$ cat src/rtl/serial_byte_assembler.sv
// Serial-to-parallel receiver: collects WIDTH bits over a valid/ready input,
// presents the word over a valid/ready output and flags a constant-pattern match.
module serial_byte_assembler #(
   parameter int unsigned      WIDTH         = 8,
   parameter bit               MSB_FIRST     = 1'b1,
   parameter logic [WIDTH-1:0] MATCH_PATTERN = WIDTH'(8'hAF)
) (
   input  logic             clk_i,
   input  logic             rst_ni,
   input  logic             bit_i,
   input  logic             bit_valid_i,
   output logic             bit_ready_o,
   input  logic             clear_i,
   output logic [WIDTH-1:0] data_o,
   output logic             data_valid_o,
   input  logic             data_ready_i,
   output logic             match_o
);

   localparam int unsigned CNT_W = (WIDTH > 2) ? $clog2(WIDTH) : 1;
   localparam logic [CNT_W-1:0] LAST_CNT = CNT_W'(WIDTH - 1);

   typedef enum logic {
      COLLECT = 1'b0,
      HOLD    = 1'b1
   } state_e;

   state_e           state;
   logic [CNT_W-1:0] cnt;
   logic [WIDTH-1:0] sh;
   logic [WIDTH-1:0] sh_shift;
   logic             valid_q;
   logic             match_q;

   // Shift register contents after accepting bit_i in the configured order
   always_comb begin
      sh_shift = sh;
      if (MSB_FIRST) sh_shift = {sh[WIDTH-2:0], bit_i};
      else           sh_shift = {bit_i, sh[WIDTH-1:1]};
   end

   always_ff @(posedge clk_i or negedge rst_ni) begin
      if (!rst_ni) begin
         state   <= COLLECT;
         cnt     <= '0;
         sh      <= '0;
         valid_q <= 1'b0;
         match_q <= 1'b0;
      end else if (clear_i) begin
         state   <= COLLECT;
         cnt     <= '0;
         sh      <= '0;
         valid_q <= 1'b0;
         match_q <= 1'b0;
      end else begin
         case (state)
            COLLECT: begin
               if (bit_valid_i) begin
                  sh <= sh_shift;
                  if (cnt == LAST_CNT) begin
                     cnt     <= '0;
                     state   <= HOLD;
                     valid_q <= 1'b1;
                     match_q <= (sh_shift == MATCH_PATTERN);
                  end else begin
                     cnt <= cnt + CNT_W'(1);
                  end
               end
            end
            HOLD: begin
               // Word is frozen until the consumer takes it
               if (data_ready_i) begin
                  state   <= COLLECT;
                  valid_q <= 1'b0;
                  match_q <= 1'b0;
               end
            end
            default: state <= COLLECT;
         endcase
      end
   end

   assign bit_ready_o  = (state == COLLECT);
   assign data_o       = sh;
   assign data_valid_o = valid_q;
   assign match_o      = match_q;

endmodule

$ cat config.mk
export PLATFORM = sky130hd
export DESIGN_NAME = serial_byte_assembler
export DESIGN_NICKNAME = d
export VERILOG_FILES = /design/src/rtl/serial_byte_assembler.sv
export SDC_FILE = /design/constraint.sdc
export NUM_CORES = 1
export LEC_CHECK = 0
export ABC_AREA = 1
export BUFFER_PORTS_ARGS = -buffer_cell sky130_fd_sc_hd__buf_2
export CORE_UTILIZATION = 30
export CTS_BUF_LIST = sky130_fd_sc_hd__clkbuf_4 sky130_fd_sc_hd__clkbuf_8 sky130_fd_sc_hd__clkbuf_16
export CTS_CLUSTER_SIZE = 8
export DETAILED_ROUTE_END_ITERATION = 12
export GPL_TIMING_DRIVEN = 0
export PLACE_DENSITY = 0.57
export SETUP_SLACK_MARGIN = 0.2
export SLEW_MARGIN = 5
export SYNTH_ARGS = -nofsm -noshare
export SYNTH_HDL_FRONTEND = slang
export SYNTH_SLANG_ARGS = --single-unit
$ cat constraint.sdc
create_clock -name clk_i -period 2.01 [get_ports clk_i]
set_input_delay 0.201 -clock clk_i [delete_from_list [all_inputs] [get_ports clk_i]]
set_output_delay 0.201 -clock clk_i [all_outputs]
set_load 0.03 [all_outputs]
==> summary.txt <==
Clk sink count: 14
R2r endpoint: match_o$_DFFE_PN0P_
Max clock buf depth: 2
RSZ-0062 raised after global routing: no
Final setup TNS: 0 ns
Pre-antenna DRT Iters: 4
Status: completed
Power per cell area: 670 nW/um2
First-pass GRT wire length: 2.37 mm
Critical path startpoint: state$_DFF_PN0_
Clk slew on worst S/H paths: 0.09 ns
Pleak: 0.465 nW
Share of the synthesized area in the top cell type: 0.528
Fmax: 807 MHz
Tot Pwr: 552 uW
Die area: 2400 um2
Min Tclk post-route: 1.24 ns
DR DRC count: 0
DPL Wire Length: 986 um
Post-layout util: 0.407
Antenna cells: 0
Routed via count: 572
Nets@finish: 108
Worst-Margin Slew: 0.315 ns
Post-CTS sizing: 0
Worst EP required: 1.81 ns
CP max-delay cell: dfrtp_1
Total setup buffers inserted after CTS: 0
Worst Skew: 0.00345 ns
H-Tree Depth: 1
Clock Latency Late Sink: 0.29 ns
Syn Inst Count: 78
Leading cell types in the layout, fill and taps excluded: nand2_1, buf_2, dfrtp_1
Synthesis-to-finish area growth: 24.2%
Final Setup Violations: 0
Yosys warns: 0
Final GP Congestion: 0.786
Synthesized Nets: 86
Arr. time, crit path: 1.04 ns
TritonCTS clock tree: yes
Worst hold path type: in2reg
Aggregate global routing overflow: 0
Worst r2r path cells: 7
Design area: 823 um2
Share of layout cells above drive strength 1: 0.263
RR Startpoint: cnt[0]$_DFFE_PN0P_
Critical path capture point type: output port
Routed Antenna Nets: 0
Core area: 2020 um2
Sequence of cells on the critical path: inv_1 -> buf_2
Largest net degree at the start of global routing: 15
Number of synthesized register bits: 14
Average vias per placed instance: 4.54
Period Utilization, post-route: 0.617
Ports: 17
# port buffers: 16
Post-route worst setup slack: 0.770 ns
Final wirelength: 1.34 mm
Die height: 49.0 um
Slew Limit Headroom: 0.789
Vias in the first global route: 548
Synth Area in Adders: 0.0377
Initial antenna violation count: 0
Pins Over Slew Limit: 0
DIE WIDTH: 49.0 um
Drt wl/cell: 10.6 um
Mapped cell area: 663 um2
Maximum VDD drop: 0.444 mV
Initial DRC count: 9
Commonest non-fill, non-tap cell in the layout: nand2_1
Final Hold Fails: 0
Num CTS Buffers: 3
CP endpoint: bit_ready_o
CTS Root Cell: clkbuf_4
Synth unique cells: 12
Max-Cap Viols: 0
CP max FO: 5
Top post-synthesis cells by area: dfrtp_1, nand2_1, nand3_1, ha_1, inv_1
CP max stage delay: 0.46 ns
Gr usage total: 0.135
XOR/XNOR share of the synthesized area: 0
Placed Area: 777 um2
Mux contribution to synthesized area: 0
Pre-CTS WS: 0.834 ns
Avg Inst Size Synth: 8.50 um2
Reg2reg setup slack: 0.82 ns
Synth Area in Compound Gates: 0.0434
Initial Utilization: 0.328
Site Rows: 16
Simple-gate share of the synthesized area: 0.328
Cell taking the most area after synthesis: dfrtp_1
Largest family of logic cells by synthesized area: simple AND/OR/NAND/NOR gates
Critical Path Start Type: flip-flop
Sequential area share after synthesis: 0.528
Critical Setup Path Class: reg2out
## metrics by stage
step	std cells	hold WS, ns
after floorplan	78	-0.0946
after global placement	121	0.114
after detailed placement	121	0.117
after CTS	126	0.161
after global routing	126	0.179
final	126	0.169
## worst max-delay path: cells and delay by family, from the launching register on
| family | cells | cell delay, ns |
|---|---|---|
| buffers and inverters | 2 | 0.29 |
| DFF | 1 | 0.46 |
## cells by family (layout without fill, tap and decap cells)
| kind of cell | count (synthesis) | in the layout |
|---|---|---|
| adders and majority gates | 2 | 2 |
| AOI/OAI and AO/OA | 5 | 5 |
| DFF | 14 | 14 |
| buffers and inverters | 9 | 30 |
| and+or+nand+nor | 48 | 48 |
## timing repair
| item | in CTS | in global routing |
|---|---|---|
| endpoints found under the setup margin | 0 | 0 |
| endpoints found under the hold margin | 14 | 0 |
| hold buffers | 1 | 0 |
## how the worst min path moves through the flow
stage,start,end,slack [ns],cells after the start
floorplan,rst_ni,cnt[0]$_DFFE_PN0P_,-0.09,0
global placement,rst_ni,data_o[7]$_DFFE_PN0P_,0.11,1
detailed placement,rst_ni,data_o[7]$_DFFE_PN0P_,0.12,1
CTS,bit_i,data_o[0]$_DFFE_PN0P_,0.16,3
global route,bit_i,data_o[0]$_DFFE_PN0P_,0.18,3
finish,data_ready_i,state$_DFF_PN0_,0.17,4
## metal layers
metal  part of all wire  track usage  vias up
met3              0.076       0.0717        2
met4             0.0090       0.0441        0
met5                  0            0        -
met2               0.48        0.211       19
li1                   -            -      289
met1               0.44        0.159      262
## power by group
group | leakage (nW) | total [mW] | internal [mW] | switching (mW)
Clock | 0.0210 | 0.208 | 0.110 | 0.0980
Combinational | 0.251 | 0.0518 | 0.0176 | 0.0341
Sequential | 0.193 | 0.292 | 0.287 | 0.00456
Total | 0.465 | 0.552 | 0.415 | 0.137
## area by class of cell
cell class / instances / area (um2)
multi-input combinational: 55 / 272
fill: 223 / 1200
sequential: 14 / 350
buffer: 1 / 11.3
clock buffer: 4 / 36.3
inverter: 8 / 30.0
tap: 27 / 33.8
timing repair buffer: 17 / 90.1
## cells in the mapped netlist, drive strengths merged
library cell / count
buf: 1
nor2: 7
nand2: 30
ha: 2
nand3: 11
inv: 8
dfrtp: 14
o21ai: 5
## sequential cells by signal (all words and copies together) (netlist names)
signal and flops:
match_o 1, state 1, data_o 8, data_valid_o 1, cnt 3
Power figures use the tool's default switching activity.
